## config.mk

```make
export PLATFORM = sky130hd
export DESIGN_NAME = uart_bus_bridge_flat
export DESIGN_NICKNAME = d
export VERILOG_FILES = /design/src/rtl/uart_bus_if.sv /design/src/rtl/uart_bus_bridge.sv /design/src/flat_wrapper.sv
export SDC_FILE = /design/constraint.sdc
export NUM_CORES = 1
export LEC_CHECK = 0
export CORE_AREA = 2 2 150 152
export DETAILED_ROUTE_END_ITERATION = 10
export DIE_AREA = 0 0 152 154
export PLACE_DENSITY_LB_ADDON = 0.25
export SYNTH_ARGS = -nofsm -noshare
export SYNTH_HDL_FRONTEND = slang
export SYNTH_SLANG_ARGS = --single-unit
```

## constraint.sdc

```tcl
create_clock -name clk -period 6.5 [get_ports clk]
set_clock_uncertainty 0.2 [all_clocks]
set_input_delay 1.95 -clock clk [delete_from_list [all_inputs] [get_ports clk]]
set_output_delay 1.95 -clock clk [all_outputs]
set_load 0.005 [all_outputs]
```

## src/rtl/uart_bus_if.sv

```systemverilog
// uart_bus_if: single-master peripheral bus driven by the UART bridge initiator
interface uart_bus_if;
  logic [31:0] m_addr_o;
  logic [31:0] m_wdata_o;
  logic [31:0] m_rdata_i;
  logic [3:0]  m_sel_o;
  logic        m_we_o;
  logic        m_rd_o;
  modport master (output m_addr_o, m_wdata_o, m_sel_o, m_we_o, m_rd_o, input m_rdata_i);
  modport slave  (input m_addr_o, m_wdata_o, m_sel_o, m_we_o, m_rd_o, output m_rdata_i);
endinterface

```

## src/rtl/uart_bus_bridge.sv

```systemverilog
// uart_bus_bridge: UART 8N1 command frames to single 32-bit bus reads/writes with status/data reply
module uart_bus_bridge #(
  parameter int BAUD_DIV    = 434,
  parameter int TIMEOUT_CYC = 1000000
) (
  input  logic      clk,
  input  logic      rst_n,
  input  logic      rx_pin,
  output logic      tx_pin,
  output logic      busy_o,
  uart_bus_if.master bus
);
  localparam int BW = $clog2(BAUD_DIV);
  localparam int TW = $clog2(TIMEOUT_CYC + 1);
  localparam logic [BW-1:0] HALF_M1 = BW'(BAUD_DIV / 2 - 1);
  localparam logic [BW-1:0] FULL_M1 = BW'(BAUD_DIV - 1);
  localparam logic [TW-1:0] TO      = TW'(TIMEOUT_CYC);
  localparam logic [2:0] IDLE     = 3'd0;
  localparam logic [2:0] GET_ADDR = 3'd1;
  localparam logic [2:0] GET_DATA = 3'd2;
  localparam logic [2:0] BUS_WR   = 3'd3;
  localparam logic [2:0] BUS_RD   = 3'd4;
  localparam logic [2:0] RD_WAIT  = 3'd5;
  localparam logic [2:0] REPLY    = 3'd6;
  logic          rx_s1, rx_s2, rx_d, rx_act, byte_valid, frame_err;
  logic [BW-1:0] rx_cnt;
  logic [3:0]    rx_bit;
  logic [7:0]    rx_sh;
  logic [2:0]    st;
  logic          cmd_w;
  logic [1:0]    bcnt;
  logic [23:0]   addr_sh, data_sh;
  logic [TW-1:0] tcnt;
  logic [31:0]   rep;
  logic [2:0]    rep_n;
  logic          tx_act;
  logic [BW-1:0] tx_cnt;
  logic [3:0]    tx_bit;
  logic [8:0]    tx_sh;
  logic          in_get;
  assign in_get = st == GET_ADDR || st == GET_DATA;
  assign busy_o = st != IDLE;
  // rx_bit 0 is the mid-start check, 1..8 data, 9 the stop sample that also re-arms
  always_ff @(posedge clk or negedge rst_n)
    if (!rst_n) begin
      {rx_s1, rx_s2, rx_d} <= 3'b111;
      rx_act     <= 1'b0;
      rx_cnt     <= '0;
      rx_bit     <= 4'd0;
      rx_sh      <= 8'h0;
      byte_valid <= 1'b0;
      frame_err  <= 1'b0;
    end else begin
      rx_s1      <= rx_pin;
      rx_s2      <= rx_s1;
      rx_d       <= rx_s2;
      byte_valid <= 1'b0;
      frame_err  <= 1'b0;
      if (!rx_act) begin
        rx_act <= rx_d & ~rx_s2;
        rx_cnt <= '0;
        rx_bit <= 4'd0;
      end else if (rx_cnt == (rx_bit == 4'd0 ? HALF_M1 : FULL_M1)) begin
        rx_cnt <= '0;
        rx_bit <= rx_bit + 4'd1;
        if (rx_bit == 4'd0) rx_act <= ~rx_s2;
        else if (rx_bit == 4'd9) begin
          rx_act     <= 1'b0;
          byte_valid <= rx_s2;
          frame_err  <= ~rx_s2;
        end else rx_sh <= {rx_s2, rx_sh[7:1]};
      end else rx_cnt <= rx_cnt + 1'b1;
    end
  always_ff @(posedge clk or negedge rst_n)
    if (!rst_n) begin
      st            <= IDLE;
      cmd_w         <= 1'b0;
      bcnt          <= 2'd0;
      addr_sh       <= 24'h0;
      data_sh       <= 24'h0;
      tcnt          <= '0;
      rep           <= 32'h0;
      rep_n         <= 3'd0;
      tx_act        <= 1'b0;
      tx_cnt        <= '0;
      tx_bit        <= 4'd0;
      tx_sh         <= 9'h1ff;
      tx_pin        <= 1'b1;
      bus.m_addr_o  <= 32'h0;
      bus.m_wdata_o <= 32'h0;
      bus.m_sel_o   <= 4'h0;
      bus.m_we_o    <= 1'b0;
      bus.m_rd_o    <= 1'b0;
    end else begin
      tcnt        <= (!in_get || byte_valid) ? '0 : (tcnt == TO ? tcnt : tcnt + 1'b1);
      bus.m_we_o  <= 1'b0;
      bus.m_rd_o  <= 1'b0;
      bus.m_sel_o <= 4'h0;
      case (st)
        IDLE:
          if (byte_valid) begin
            cmd_w <= rx_sh == 8'h57;
            bcnt  <= 2'd0;
            if (rx_sh == 8'h57 || rx_sh == 8'h52) st <= GET_ADDR;
            else begin
              st    <= REPLY;
              rep   <= 32'h45;
              rep_n <= 3'd1;
            end
          end
        GET_ADDR:
          if (byte_valid) begin
            addr_sh <= {rx_sh, addr_sh[23:8]};
            bcnt    <= bcnt + 2'd1;
            if (bcnt == 2'd3) begin
              bus.m_addr_o <= {rx_sh, addr_sh};
              bcnt         <= 2'd0;
              if (cmd_w) st <= GET_DATA;
              else begin
                st          <= BUS_RD;
                bus.m_rd_o  <= 1'b1;
                bus.m_sel_o <= 4'hF;
              end
            end
          end else if (frame_err || tcnt == TO) st <= IDLE;
        GET_DATA:
          if (byte_valid) begin
            data_sh <= {rx_sh, data_sh[23:8]};
            bcnt    <= bcnt + 2'd1;
            if (bcnt == 2'd3) begin
              st            <= BUS_WR;
              bus.m_wdata_o <= {rx_sh, data_sh};
              bus.m_we_o    <= 1'b1;
              bus.m_sel_o   <= 4'hF;
            end
          end else if (frame_err || tcnt == TO) st <= IDLE;
        BUS_WR: begin
          st    <= REPLY;
          rep   <= 32'h4B;
          rep_n <= 3'd1;
        end
        BUS_RD: st <= RD_WAIT;
        RD_WAIT: begin
          st    <= REPLY;
          rep   <= bus.m_rdata_i;
          rep_n <= 3'd4;
        end
        REPLY:
          // a new byte is loaded on entry and at the end of each stop bit, so bytes run back-to-back
          if (!tx_act || (tx_cnt == FULL_M1 && tx_bit == 4'd9 && rep_n != 3'd0)) begin
            tx_act <= 1'b1;
            tx_pin <= 1'b0;
            tx_sh  <= {1'b1, rep[7:0]};
            rep    <= {8'h0, rep[31:8]};
            rep_n  <= rep_n - 3'd1;
            tx_cnt <= '0;
            tx_bit <= 4'd0;
          end else if (tx_cnt != FULL_M1) tx_cnt <= tx_cnt + 1'b1;
          else if (tx_bit != 4'd9) begin
            tx_cnt <= '0;
            tx_bit <= tx_bit + 4'd1;
            tx_pin <= tx_sh[0];
            tx_sh  <= {1'b1, tx_sh[8:1]};
          end else begin
            tx_act <= 1'b0;
            tx_cnt <= '0;
            st     <= IDLE;
          end
        default: st <= IDLE;
      endcase
    end
endmodule

```

## src/flat_wrapper.sv

```systemverilog
// flat-port wrapper written by rule: the top's interface ports become plain ports
module uart_bus_bridge_flat 
#(
  parameter int BAUD_DIV    = 434,
  parameter int TIMEOUT_CYC = 1000000
)
  (clk, rst_n, rx_pin, tx_pin, busy_o, bus_m_addr_o, bus_m_wdata_o, bus_m_sel_o, bus_m_we_o, bus_m_rd_o, bus_m_rdata_i);
  uart_bus_if bus_i ();
  input  logic clk;
  input  logic rst_n;
  input  logic rx_pin;
  output logic tx_pin;
  output logic busy_o;
  output wire logic [$bits(bus_i.m_addr_o)-1:0] bus_m_addr_o;
  output wire logic [$bits(bus_i.m_wdata_o)-1:0] bus_m_wdata_o;
  output wire logic [$bits(bus_i.m_sel_o)-1:0] bus_m_sel_o;
  output wire logic [$bits(bus_i.m_we_o)-1:0] bus_m_we_o;
  output wire logic [$bits(bus_i.m_rd_o)-1:0] bus_m_rd_o;
  input wire logic [$bits(bus_i.m_rdata_i)-1:0] bus_m_rdata_i;
  assign bus_m_addr_o = bus_i.m_addr_o;
  assign bus_m_wdata_o = bus_i.m_wdata_o;
  assign bus_m_sel_o = bus_i.m_sel_o;
  assign bus_m_we_o = bus_i.m_we_o;
  assign bus_m_rd_o = bus_i.m_rd_o;
  assign bus_i.m_rdata_i = bus_m_rdata_i;
  uart_bus_bridge #(.BAUD_DIV(BAUD_DIV), .TIMEOUT_CYC(TIMEOUT_CYC)) u_core (.clk(clk), .rst_n(rst_n), .rx_pin(rx_pin), .tx_pin(tx_pin), .busy_o(busy_o), .bus(bus_i));
endmodule
```

==> flow_metrics.py <==
metrics = {
    "cells_and_area": {
        "num-nets-final": 945,
        "multi_input_area_um2": 3786,
        "drive_gt1_frac": 0.2164,
        "area.growth.synth_to_final_pct": 22.48,
        "n_fill_cell": 1823,
        "ff_latch_area_um2": 5670,
        "n_antenna_cell": 0,
    },
    "setup_path": {
        "start_kind": "register",
        "crit_chain": "or3_1 > clkdlybuf4s50_1",
        "cp_top_family": "flip-flops",
        "r2r_end": "u_core.bus.m_wdata_o[31]",
        "cp_max_fo": 20,
        "rrSetupSlack_ns": 3.68,
        "crit_required_ns": 4.35,
        "critPathBufInv": 1,
        "cp.arrival_ns": 2.03,
        "critical-path-slowest-cell": "dfrtp_1",
        "crit_type": "register to output port",
        "cp_num_cells": 2,
        "cp-end-kind": "output port",
        "worstRegToRegCells": 6,
        "timing.rr.start": "u_core.st[1]",
        "cp_slowest_stage_delay_ns": 0.57,
    },
    "global_route": {
        "grtUsageTotal": 0.1643,
        "first_global_vias": 6315,
        "grt_max_degree": 108,
        "antenna_found_initial": 0,
        "grt_pass1_wl_um": 32380,
        "grt_overflow": 0,
    },
    "clock_network": {
        "clk_pin_slew_ns": 0.06,
        "cts_num_sinks": 226,
        "ctsHoldBuffers": 0,
        "cts_made_buffers": 24,
        "root_buffer": "clkbuf_16",
        "insertion_delay_ns": 0.52,
        "postCtsSetupBuffers": 0,
        "cts_tree": "done",
        "cts_resized": 0,
        "cts_max_path_buffers": 3,
        "htree_num_levels": 1,
    },
    "synthesis": {
        "yosys.area.top_type": "dfrtp_1",
        "yosys-top-cells-count": "214 x dfrtp_1, 122 x mux2_2, 60 x nand2_1, 57 x o21ai_0, 47 x nor2_1",
        "ys.flop_type": "dfrtp_1",
        "synth_edf_count": 0,
        "synthArstFlopShare": 1.000,
        "yosys-top-cells-area": "dfrtp_1 55%, mux2_2 14%, dfstp_2 3.2%, o21ai_0 2.9%, nand2_1 2.3%",
        "syn_area_um2": 9702,
        "yosysMostFrequentCell": "dfrtp_1",
        "ys_seq_area_frac": 0.5845,
        "syn_nets": 844,
        "synth_top_area_frac": 0.5520,
        "postSynthCellCount": 796,
        "yosysWarnings": 0,
        "synth.distinct_cells": 62,
        "avgSynthCellArea_um2": 12.19,
        "synth-seq-cells": 226,
    },
    "place": {
        "hpwlAfterDp_um": 12030,
        "place_congestion": 0.8840,
        "io_buffers": 106,
        "pre_cts_slack_ns": 2.872,
    },
    "sta": {
        "maxSlewViolCount": 0,
        "setup_viol": 0,
        "setup_tns_ns": 0,
        "slew_headroom": 0.4484,
        "fmax_mhz": 239.2,
        "rsz0062_at_grt": "false",
        "finalHoldViolCount": 0,
        "min_period_over_period": 0.6431,
        "period_needed_ns": 4.180,
        "tightest_slew_ns": 0.8274,
        "fin_ws_ns": 2.320,
    },
    "min_path": {
        "hold_class": "register to register",
        "worstHoldStart": "u_core.rx_s1",
        "hold_depth": 0,
        "min_to": "u_core.rx_s2",
    },
    "routing": {
        "wl_per_cell_um": 15.84,
        "routed_wl_um": 18930,
        "vias_per_cell": 5.218,
        "drtIter0Drc": 333,
        "remaining_drc_errors": 0,
        "vias": 6236,
        "ant_nets": 0,
        "drt_pre_antenna_iters": 4,
    },
    "floorplan": {
        "boundaryPins": 107,
        "die_x_um": 152,
        "row_count": 54,
        "die_h_um": 154,
        "dieArea_um2": 23410,
        "start_util": 0.4473,
        "core_um2": 21690,
    },
    "power": {
        "power.density_nw_per_um2": 249.9,
        "leakagePower_nw": 5.447,
        "peakVddDrop_v": 0.0001750,
    },
    "status": {
        "outcome": "complete, no violations",
    },
    "run": {
        "maxCapViolCount": 0,
    },
}
## cell families after synthesis
kind of cell	Yosys count	share of synthesized area
buffers and inverters	62	0.02786
AND/OR/NAND/NOR	202	0.1059
XOR/XNOR	29	0.02618
adder cells (fa/ha/maj)	13	0.01677
multiplexers	132	0.1519
AO/OA/AOI/OAI	132	0.08693
flip-flops	226	0.5845
## how the worst max path moves through the flow
stage                      start  slack [ns]     end
floorplan           u_core.st[1]        3.45  busy_o
detailed placement  u_core.st[1]        2.87  busy_o
global route        u_core.st[1]        2.25  busy_o
global placement    u_core.st[1]        2.87  busy_o
finish              u_core.st[1]        2.32  busy_o
CTS                 u_core.st[1]        2.32  busy_o
## power by group
| part | total (mW) | switching, mW | internal, mW |
|---|---|---|---|
| sequential | 1.45 | 0.0235 | 1.42 |
| combinational | 0.0848 | 0.0458 | 0.0389 |
| clock | 1.44 | 0.551 | 0.886 |
| total | 2.97 | 0.620 | 2.35 |
## sequential cells by signal (all words and copies together) (netlist names), 8 cells and up
register	cells
u_core.tx_sh	8
u_core.bus.m_addr_o	32
u_core.rep	32
u_core.tx_cnt	9
u_core.rx_sh	8
u_core.bus.m_wdata_o	32
u_core.tcnt	20
u_core.addr_sh	24
u_core.data_sh	24
u_core.rx_cnt	9
## stage by stage
stage / area [µm²] / power, mW / hold slack, ns / util / cells
after floorplan: 9702 / 1.498 / 0.1452 / - / 796
after global placement: 11040 / 1.559 / 0.1494 / 0.5090 / 1151
after detailed placement: 11040 / 1.561 / 0.1472 / 0.5090 / 1151
after CTS: 11880 / 3.011 / 0.1561 / 0.5479 / 1195
after global routing: 11880 / 3.082 / 0.1592 / 0.5479 / 1195
final: 11880 / 2.970 / 0.1551 / 0.5479 / 1195
## area by class of cell
type                            instances  share of cell area
Inverter                               21            0.006634
Sequential cell                       226              0.4772
Tap cell                              280             0.02948
Clock inverter                         11             0.01422
Timing Repair Buffer                  116             0.09708
Clock buffer                           33             0.05676
Multi-Input combinational cell        508              0.3186
## cell usage in the layout (no fill, tap or decap), types with 4 or more instances in the layout
master and n:
nor2b_1 6, nor2_1 44, ha_1 13, and3_1 11
clkinv_2 5, clkdlybuf4s50_1 105, a21o_1 4, nor4_1 5
mux2i_1 10, nand4_1 5, clkbuf_8 4, a22oi_1 21
or3_1 4, buf_4 9, nand3_1 21, dfrtp_1 214
clkbuf_1 5, a22o_1 8, nand2_1 60, nand2b_1 13
a21oi_1 16, dfstp_2 12, inv_1 21, bufinv_16 4
nor3_1 9, clkbuf_16 24, xor2_1 13, xnor2_1 16
mux2_2 122, o21ai_0 57
## routing by layer
| layer | GRT usage | vias to the layer above | wire length (µm) |
|---|---|---|---|
| met4 | 0.04495 | 0 | 360 |
| met1 | 0.2369 | 3093 | 9154 |
| met2 | 0.2632 | 100 | 8776 |
| met5 | 0 | - | 0 |
| li1 | - | 3013 | - |
| met3 | 0.02198 | 30 | 642 |
No activity file was read; power rests on OpenSTA's default activity.
